$ cat src/rtl/mode3_exp_ctrl_pkg.sv
// Shared types and widths for the mode3 exponent sequencer.
// DATAWIDTH falls back to 16 bits when the build does not define it.
`ifndef DATAWIDTH
`define DATAWIDTH 16
`endif

package mode3_exp_ctrl_pkg;

    localparam int DW     = `DATAWIDTH;
    localparam int LANES  = 2;
    localparam int PAIR_W = LANES * DW;

    localparam logic [1:0] MASK_BOTH = 2'b11;
    localparam logic [1:0] MASK_LO   = 2'b01;

    typedef enum logic [1:0] {
        S_IDLE,
        S_ISSUE,
        S_DRAIN,
        S_FIN
    } state_t;

endpackage

$ cat src/rtl/mode3_exp_align.sv
// Valid/address/mask shift register that follows each pair through
// the datapath; every stage holds while en is low.
module mode3_exp_align
    import mode3_exp_ctrl_pkg::*;
#(
    parameter int DEPTH  = 4,
    parameter int ADDR_W = 8
) (
    input  logic              clk,
    input  logic              reset,
    input  logic              en,
    input  logic              in_valid,
    input  logic [ADDR_W-1:0] in_addr,
    input  logic [1:0]        in_mask,
    output logic [DEPTH-1:0]  valid,
    output logic [ADDR_W-1:0] out_addr,
    output logic [1:0]        out_mask
);

    logic [ADDR_W-1:0] addr_q [DEPTH];
    logic [1:0]        mask_q [DEPTH];

    always_ff @(posedge clk) begin
        if (reset) begin
            valid <= '0;
            for (int i = 0; i < DEPTH; i++) begin
                addr_q[i] <= '0;
                mask_q[i] <= '0;
            end
        end else if (en) begin
            valid     <= {valid[DEPTH-2:0], in_valid};
            addr_q[0] <= in_addr;
            mask_q[0] <= in_mask;
            for (int i = 1; i < DEPTH; i++) begin
                addr_q[i] <= addr_q[i-1];
                mask_q[i] <= mask_q[i-1];
            end
        end
    end

    assign out_addr = addr_q[DEPTH-1];
    assign out_mask = mask_q[DEPTH-1];

endmodule

$ cat src/rtl/mode3_exp_ctrl.sv
// Streams element pairs from the softmax buffer through the mode3 exp lanes.
// Define MODE3_EXP_CTRL_PERF_EN to add busy/stall cycle counters.
module mode3_exp_ctrl
    import mode3_exp_ctrl_pkg::*;
#(
    parameter int ADDR_W  = 8,
    parameter int LEN_W   = 9,
    parameter int EXP_LAT = 2
) (
    input  logic              clk,
    input  logic              reset,
    input  logic              start,
    input  logic [ADDR_W-1:0] src_addr,
    input  logic [ADDR_W-1:0] dst_addr,
    input  logic [LEN_W-1:0]  len,
    output logic              busy,
    output logic              done,
    output logic              rd_en,
    output logic [ADDR_W-1:0] rd_addr,
    input  logic [PAIR_W-1:0] rd_data,
    output logic [DW-1:0]     exp_inp0,
    output logic [DW-1:0]     exp_inp1,
    output logic              exp_en,
    input  logic [DW-1:0]     exp_outp0,
    input  logic [DW-1:0]     exp_outp1,
    output logic              wr_en,
    output logic [ADDR_W-1:0] wr_addr,
    output logic [PAIR_W-1:0] wr_data,
    output logic [1:0]        wr_mask,
    input  logic              stall
`ifdef MODE3_EXP_CTRL_PERF_EN
    ,
    output logic [31:0]       perf_busy_cycles,
    output logic [31:0]       perf_stall_cycles
`endif
);

    localparam int DEPTH = EXP_LAT + 2;

    state_t            state, state_n;
    logic [ADDR_W-1:0] src_q, dst_q;
    logic [LEN_W-1:0]  pairs_q, cnt_q;
    logic              odd_q;
    logic              pend_v;
    logic [ADDR_W-1:0] pend_addr;
    logic [1:0]        pend_mask;
    logic [DEPTH-1:0]  vld;
    logic [LEN_W:0]    len_p1;
    logic              accept, adv, last_issue;
    logic              inflight, drain_done;

    assign len_p1     = {1'b0, len} + (LEN_W+1)'(1);
    assign accept     = (state == S_IDLE) && start;
    assign adv        = !stall;
    assign rd_en      = (state == S_ISSUE) && adv;
    assign rd_addr    = rd_en ? src_q + ADDR_W'(cnt_q) : '0;
    assign last_issue = rd_en && (cnt_q == pairs_q - LEN_W'(1));
    assign inflight   = pend_v || (|vld);
    assign exp_en     = adv && inflight;
    assign busy       = (state == S_ISSUE) || (state == S_DRAIN);
    assign done       = (state == S_FIN);
    assign wr_en      = vld[DEPTH-1];

    // Leave DRAIN in the same cycle the final write is accepted.
    assign drain_done = !pend_v && !(|vld[DEPTH-2:0])
                        && !(wr_en && stall);

    always_ff @(posedge clk) begin
        if (reset) state <= S_IDLE;
        else       state <= state_n;
    end

    // Zero-length jobs pass through an empty DRAIN so busy shows for a cycle.
    always_comb begin
        state_n = state;
        case (state)
            S_IDLE:  if (accept) state_n = (len == '0) ? S_DRAIN : S_ISSUE;
            S_ISSUE: if (last_issue) state_n = S_DRAIN;
            S_DRAIN: if (drain_done) state_n = S_FIN;
            S_FIN:   state_n = S_IDLE;
            default: state_n = S_IDLE;
        endcase
    end

    always_ff @(posedge clk) begin
        if (reset) begin
            src_q   <= '0;
            dst_q   <= '0;
            pairs_q <= '0;
            odd_q   <= 1'b0;
            cnt_q   <= '0;
        end else if (accept) begin
            src_q   <= src_addr;
            dst_q   <= dst_addr;
            pairs_q <= len_p1[LEN_W:1];
            odd_q   <= len[0];
            cnt_q   <= '0;
        end else if (rd_en) begin
            cnt_q   <= cnt_q + LEN_W'(1);
        end
    end

    // Read in flight: rd_data is not valid until the cycle after rd_en.
    always_ff @(posedge clk) begin
        if (reset) begin
            pend_v    <= 1'b0;
            pend_addr <= '0;
            pend_mask <= '0;
        end else if (adv) begin
            pend_v    <= rd_en;
            pend_addr <= rd_en ? dst_q + ADDR_W'(cnt_q) : '0;
            pend_mask <= !rd_en ? 2'b00 :
                         (last_issue && odd_q) ? MASK_LO : MASK_BOTH;
        end
    end

    always_ff @(posedge clk) begin
        if (reset) begin
            exp_inp0 <= '0;
            exp_inp1 <= '0;
        end else if (adv && pend_v) begin
            exp_inp0 <= rd_data[DW-1:0];
            exp_inp1 <= rd_data[PAIR_W-1:DW];
        end
    end

    mode3_exp_align #(
        .DEPTH  (DEPTH),
        .ADDR_W (ADDR_W)
    ) u_align (
        .clk      (clk),
        .reset    (reset),
        .en       (adv),
        .in_valid (pend_v),
        .in_addr  (pend_addr),
        .in_mask  (pend_mask),
        .valid    (vld),
        .out_addr (wr_addr),
        .out_mask (wr_mask)
    );

    always_ff @(posedge clk) begin
        if (reset)    wr_data <= '0;
        else if (adv) wr_data <= vld[EXP_LAT] ? {exp_outp1, exp_outp0} : '0;
    end

`ifdef MODE3_EXP_CTRL_PERF_EN
    always_ff @(posedge clk) begin
        if (reset || accept) begin
            perf_busy_cycles  <= '0;
            perf_stall_cycles <= '0;
        end else begin
            if (busy && (perf_busy_cycles != '1))
                perf_busy_cycles <= perf_busy_cycles + 32'd1;
            if (busy && stall && (perf_stall_cycles != '1))
                perf_stall_cycles <= perf_stall_cycles + 32'd1;
        end
    end
`endif

endmodule
$ cat config.mk
export PLATFORM = sky130hd
export DESIGN_NAME = mode3_exp_ctrl
export DESIGN_NICKNAME = d
export VERILOG_FILES = /design/src/rtl/mode3_exp_ctrl_pkg.sv /design/src/rtl/mode3_exp_align.sv /design/src/rtl/mode3_exp_ctrl.sv
export SDC_FILE = /design/constraint.sdc
export NUM_CORES = 1
export LEC_CHECK = 0
export CELL_PAD_IN_SITES_DETAIL_PLACEMENT = 0
export CELL_PAD_IN_SITES_GLOBAL_PLACEMENT = 2
export CORE_UTILIZATION = 32
export DETAILED_ROUTE_END_ITERATION = 12
export GPL_ROUTABILITY_DRIVEN = 1
export PLACE_DENSITY_LB_ADDON = 0.08
export SETUP_SLACK_MARGIN = 0.1
export SLEW_MARGIN = 30
export SYNTH_ARGS = -nofsm -noshare
export SYNTH_HDL_FRONTEND = slang
export SYNTH_SLANG_ARGS = --single-unit
$ cat constraint.sdc
create_clock -name clk -period 4 [get_ports clk]
set_input_delay 0.6 -clock clk [delete_from_list [all_inputs] [get_ports clk]]
set_output_delay 0.6 -clock clk [all_outputs]
set_load 0.005 [all_outputs]
==> flow_summary.json, run 1 <==
{
  "ys_types": 53,
  "outcome": "finished, final reports clean",
  "async_flop_share": 0,
  "final_layout_size_suffix_gt1_frac": 0.0678,
  "r2r_slack_ns": 1.84,
  "rsz0062_at_grt": "false",
  "p_sw_mw": 1.18,
  "grt_pass1_vias": 4630,
  "clock_sinks": 155,
  "p_leak_nw": 3.53,
  "yosysMostFrequentCell": "dfxtp_1",
  "synth_common_cells": "115 x dfxtp_1, 80 x nand2_1, 62 x a22o_1, 48 x a21oi_1, 41 x and2_1",
  "synth.avg_cell_area_sq_um": 10.4,
  "worstSetupPathType": "flip-flop to output pin",
  "grtUsageTotal": 0.151,
  "grt_pass1_wl_um": 24000,
  "tritoncts": "built",
  "final_util": 0.462,
  "synth-xor-area-share": 0.0447,
  "tns_ns": 0,
  "clockBufferDepth": 2,
  "netlist.area_leader.share": 0.356,
  "tightest_slew_ns": 0.627,
  "path_buf_inv": 1,
  "wl_um": 15600,
  "synth_cells": 621,
  "pwr-share-clk": 0.392,
  "slowest_stage": "clkdlybuf4s50_1",
  "synth_area_leaders": "dfxtp_1 36%, edfxtp_1 19%, a22o_1 8.4%",
  "synth_top_cell_by_area": "dfxtp_1",
  "min-delay-start": "exp_inp1[13]$_SDFFE_PP0P_",
  "die_y_um": 144,
  "r2r_end": "pend_mask[1]$_SDFFE_PP0N_",
  "yosysWarnings": 0,
  "dieArea_sq_um": 20800,
  "r2r-start": "pairs_q[0]$_SDFFE_PP0P_",
  "muxShareOfSynthArea": 0.00464,
  "portBuffers": 179,
  "synth_compound_area_frac": 0.170,
  "drtAntennaViolNets": 0,
  "die_w_um": 144,
  "synth_adder_area_share": 0.0507,
  "ir_drop_mv": 0.349,
  "syn_nets": 739,
  "rows": 51,
  "grt-ovfl-total": 0,
  "wl_per_cell_um": 14.7,
  "path_max_fanout": 8,
  "cp_top_family": "compound AO/OA/AOI/OAI gates",
  "maxSlewViolCount": 0,
  "drt_iter0_drc": 190,
  "synth_top_family_by_area": "compound AO/OA/AOI/OAI gates",
  "placed_cell_area_sq_um": 8470,
  "p_int_mw": 2.98,
  "swShare": 0.283,
  "hpwl_um": 11000,
  "period_share": 0.891,
  "hold_depth": 2,
  "via_per_inst": 4.63,
  "p_comb_frac": 0.177,
  "fin_cells": 1063,
  "setup_viol": 0,
  "crit_top_cell": "a21oi_1",
  "stdcell_area_sq_um": 9070,
  "slew-limit-headroom": 0.582,
  "dpl.cell_count": 1030,
  "min_period_ns": 3.56,
  "finalWeightedCongestion": 0.753,
  "ioPinCount": 180,
  "synthesis.area_sq_um": 6460,
  "syn_to_final_growth_pct": 40.4,
  "clockRootBuffer": "clkbuf_16",
  "antenna_found_initial": 0,
  "drt_pre_antenna_iters": 4,
  "synth_flop_cell": "dfxtp_1",
  "yosysSeqAreaShare": 0.542,
  "cp-end-kind": "output pin",
  "core-area_sq_um": 19700,
  "drc": 0,
  "cp.arrival_ns": 2.96,
  "power_density_nw_per_um2": 458,
  "crit_required_ns": 3.40,
  "synthSimpleGateAreaFrac": 0.150,
  "min_to": "exp_inp1[13]$_SDFFE_PP0P_",
  "fmax_ghz": 0.281,
  "grt_max_degree": 47,
  "cts_htree_levels": 4,
  "via_count": 4927,
  "start_util": 0.329,
  "cts_made_buffers": 17,
  "cap_violations": 0,
  "cpPeakStageDelay_ns": 0.52,
  "crit_path_cell_trace": "ha_1 -> a21o_1 -> a21oi_1 -> o21bai_1 -> a2111oi_1 -> o21ai_0 -> a21oi_1 -> clkdlybuf4s50_1",
  "path_clk_slew_ns": 0.07,
  "fin_skew_ns": 0.0109,
  "hp-class": "flip-flop to flip-flop",
  "power_frac_seq": 0.431,
  "fin_nets": 902,
  "synth_edf_count": 40,
  "reg2regPathDepth": 8,
  "finalHoldViolations": 0,
  "synth-seq-cells": 155,
  "clk_latency_ns": 0.42,
  "crit_path_start_kind": "flip-flop"
}
-- flip-flops by register name (all words and copies together), names as in the netlist, 9 cells and up --
register        count
u_align.addr_q     32
exp_inp0           16
exp_inp1           16
wr_data            32
pairs_q             9
cnt_q               9
-- per-stage QoR --
stage	hold slack (ns)	total power, mW	setup WS (ns)
final	0.455	4.16	0.435
after global routing	0.470	4.36	0.173
after CTS	0.456	4.20	0.205
after detailed placement	0.446	2.57	0.670
after global placement	0.442	2.56	0.783
after floorplan	0.441	2.26	1.45
-- power groups by stage --
stage               Sequential, mW  Clock (mW)  Combinational (mW)
floorplan                     1.81           0               0.451
global placement              1.82           0               0.734
detailed placement            1.83           0               0.740
CTS                           1.79        1.67               0.745
global route                  1.81        1.75               0.813
finish                        1.79        1.63               0.735
-- metal layers --
layer	vias to the layer above	part of all wire	global-route usage
met4	0	0.011	0.0626
met2	126	0.49	0.251
met5	-	0	0
met1	2286	0.45	0.185
li1	2504	-	-
met3	11	0.055	0.0411
-- what timing repair did --
item | CTS | global route
setup buffers | 0 | 0
hold endpoints to repair | 0 | 0
resized for setup | 0 | 2
hold buffers | 0 | 0
setup endpoints to repair | 0 | 1
-- placed cells by master (no fill, tap or decap), drive strengths merged, types with 3 or more instances in the layout --
cell             n
clkdlybuf4s50  178
dfxtp          115
nand2           80
a22o            62
a21oi           48
and2            42
edfxtp          40
nor2            31
ha              23
inv             22
xor2            20
clkbuf          17
xnor2           13
o21ai           11
nand3           10
buf             10
nand2b           7
a21o             7
nand4            7
or3              4
clkinv           4
nor2b            4
o21bai           3
mux2i            3
nor3             3
nor3b            3
a211oi           3
-- kinds of logic after synthesis --
logic type,after synthesis
DFF,155
xor gates and xnor gates,33
AOI/OAI and AO/OA,149
and+or+nand+nor,198
muxes,3
buffers and inverters,58
adders and majority gates,25
-- layout make-up --
class / count / area, sq um
Inverter: 14 / 52.6
Clock inverter: 15 / 176
Tap cell: 265 / 332
Multi-Input combinational cell: 408 / 2730
Clock buffer: 17 / 425
Timing Repair Buffer: 188 / 1850
Sequential cell: 155 / 3500
Fill cell: 1869 / 10600
Antenna cell: 1 / 2.50
-- worst reg2reg max path: cells and delay by family (launching register included) --
kind,cells,cell delay (ns)
adders and majority gates,1,0.22
buffers and inverters,1,0.08
and+or+nand+nor,2,0.35
AOI/OAI and AO/OA,4,1.01
DFF,1,0.41
-- worst max path at each step --
stage / startpoint / end / slack [ns] / depth (start not counted)
after floorplan: cnt_q[1]$_SDFFE_PP0P_ / rd_addr[7] / 1.45 / 7
after global placement: cnt_q[1]$_SDFFE_PP0P_ / rd_addr[7] / 0.78 / 8
after detailed placement: cnt_q[1]$_SDFFE_PP0P_ / rd_addr[7] / 0.67 / 8
after CTS: cnt_q[1]$_SDFFE_PP0P_ / rd_addr[7] / 0.21 / 8
after global routing: cnt_q[1]$_SDFFE_PP0P_ / rd_addr[7] / 0.17 / 8
final: cnt_q[1]$_SDFFE_PP0P_ / rd_addr[7] / 0.44 / 8
Power figures use the tool's default switching activity.
==> run 2: changes to the inputs <==
--- a/config.mk
+++ b/config.mk
@@ -7,6 +7,7 @@
 export LEC_CHECK = 0
 export CELL_PAD_IN_SITES_DETAIL_PLACEMENT = 0
 export CELL_PAD_IN_SITES_GLOBAL_PLACEMENT = 2
+export CORE_MARGIN = 2
 export CORE_UTILIZATION = 32
 export DETAILED_ROUTE_END_ITERATION = 12
 export GPL_ROUTABILITY_DRIVEN = 1
==> run 2 against run 1 <==
  * Final area rose by 0.19%
  * Fmax fell by 0.48%
  * Sequential share of layout area fell by 0.074 points
  * Critical path type unchanged
  * Largest power group unchanged
==> flow_summary.json, run 2 (same netlist as run 1, synthesis figures left out) <==
{
  "antenna_cells": 0,
  "portBuffers": 179,
  "power_density_nw_per_um2": 460,
  "wl_um": 15800,
  "grt_pass1_wl_um": 25300,
  "via_per_inst": 4.67,
  "met2_wirelength_um": 7630,
  "crit_path_start_kind": "flip-flop",
  "worstSetupPathType": "flip-flop to output pin",
  "met3WireLength_um": 630,
  "setup_viol": 0,
  "clockBufferDepth": 2,
  "cp-end-kind": "output pin",
  "p_leak_nw": 3.54,
  "grt_pass1_vias": 4858,
  "cp.arrival_ns": 2.98,
  "tritoncts": "built",
  "outcome": "finished, final reports clean",
  "cts_made_buffers": 17,
  "fillCellCount": 1879,
  "multi_input_comb_area_sq_um": 2730,
  "place_ws_ns": 0.637,
  "clockRootBuffer": "clkbuf_16",
  "hp-class": "flip-flop to flip-flop",
  "grtUsageTotal": 0.148,
  "die_w_um": 146,
  "layout_commonest_cell": "clkdlybuf4s50_1",
  "die_y_um": 146,
  "clock_sinks": 155,
  "crit_required_ns": 3.40,
  "dieArea_sq_um": 21400,
  "drt_pre_antenna_iters": 6,
  "rows": 51,
  "reg_top3": "u_align.addr_q: 32 flops, wr_data: 32 flops",
  "route.layer.met1.wl_um": 7170,
  "grt_max_degree": 44,
  "core-area_sq_um": 19700,
  "ir_drop_mv": 0.340,
  "antenna_found_initial": 0,
  "tns_ns": 0,
  "slew-limit-headroom": 0.571,
  "fin_skew_ns": 0.0118,
  "clk_latency_ns": 0.42,
  "ioPinCount": 180,
  "hpwl_um": 11100,
  "rsz0062_at_grt": "false",
  "cts_htree_levels": 4,
  "start_util": 0.329,
  "setup_ws_ns": 0.418,
  "drc": 0,
  "fmax_ghz": 0.279,
  "wl_per_cell_um": 14.8,
  "min_period_ns": 3.58,
  "tightest_slew_ns": 0.643,
  "via_count": 4964,
  "cap_violations": 0,
  "syn_to_final_growth_pct": 40.6,
  "maxSlewViolCount": 0,
  "path_clk_slew_ns": 0.07,
  "drtAntennaViolNets": 0,
  "grt-ovfl-total": 0,
  "dr.max_layer_used": "met4",
  "drt_iter0_drc": 283,
  "fin_nets": 902,
  "finalWeightedCongestion": 0.759,
  "postCtsSetupBuffers": 0,
  "regArea_sq_um": 3500,
  "finalHoldViolations": 0,
  "final_layout_size_suffix_gt1_frac": 0.0678,
  "period_share": 0.896,
  "final_cell_mix": "178 x clkdlybuf4s50_1, 114 x dfxtp_1, 80 x nand2_1",
  "path_max_fanout": 8
}
run 2: critical path, cell delays in order (launching register included):
cell	delay (ns)
dfxtp_2	0.45
ha_1	0.26
a21o_1	0.17
a21oi_1	0.22
o21bai_1	0.12
a2111oi_1	0.48
o21ai_0	0.17
a21oi_1	0.17
clkdlybuf4s50_1	0.52
run 2: per-layer routing:
metal  track usage  vias to the layer above
li1              -                     2503
met1         0.188                     2322
met2         0.241                      120
met3        0.0359                       19
met4        0.0597                        0
met5             0                        -
run 2: final timing paths:
kind                                 start                        end  slack [ns]  cells after the start
setup / recovery     cnt_q[1]$_SDFFE_PP0P_                 rd_addr[7]        0.42                      8
hold / removal    exp_inp0[5]$_SDFFE_PP0P_   exp_inp0[5]$_SDFFE_PP0P_        0.45                      2
setup reg to reg   pairs_q[0]$_SDFFE_PP0P_  pend_mask[1]$_SDFFE_PP0N_        1.81                      8
hold reg to reg   exp_inp0[5]$_SDFFE_PP0P_   exp_inp0[5]$_SDFFE_PP0P_        0.45                      2
run 2: through the flow:
stage | cell area (sq um) | total power [mW] | utilization | hold slack, ns | cells
after floorplan | 6460 | 2.26 | - | 0.441 | 621
after global placement | 8470 | 2.56 | 0.431 | 0.442 | 1030
after detailed placement | 8470 | 2.57 | 0.431 | 0.447 | 1030
after CTS | 9090 | 4.25 | 0.462 | 0.457 | 1062
after global routing | 9090 | 4.40 | 0.463 | 0.481 | 1062
final | 9090 | 4.18 | 0.463 | 0.452 | 1062
run 2: layout make-up:
class	instances	area share
Sequential cell	155	0.385
Multi-Input combinational cell	408	0.300
Timing Repair Buffer	188	0.204
Clock buffer	17	0.0468
Tap cell	265	0.0365
Clock inverter	15	0.0216
Inverter	14	0.00578
run 2: what timing repair did:
action | CTS | global route
setup endpoints to repair | 0 | 1
resized for setup | 0 | 2
hold buffers | 0 | 0
run 2: report_power, final:
| part | switching (mW) | leakage [nW] | internal, mW | total [mW] |
|---|---|---|---|---|
| logic | 0.370 | 1.86 | 0.372 | 0.741 |
| registers | 0.0746 | 1.38 | 1.71 | 1.79 |
| clock network | 0.749 | 0.299 | 0.905 | 1.65 |
| total | 1.19 | 3.54 | 2.99 | 4.18 |
==> run 3: changes to the inputs <==
--- a/config.mk
+++ b/config.mk
@@ -9,6 +9,7 @@
 export CELL_PAD_IN_SITES_GLOBAL_PLACEMENT = 2
 export CORE_MARGIN = 2
 export CORE_UTILIZATION = 32
+export CTS_CLUSTER_SIZE = 25
 export DETAILED_ROUTE_END_ITERATION = 12
 export GPL_ROUTABILITY_DRIVEN = 1
 export PLACE_DENSITY_LB_ADDON = 0.08
==> results of run 3 <==
The final DEF is identical to that of run 2; final timing and power are the same.
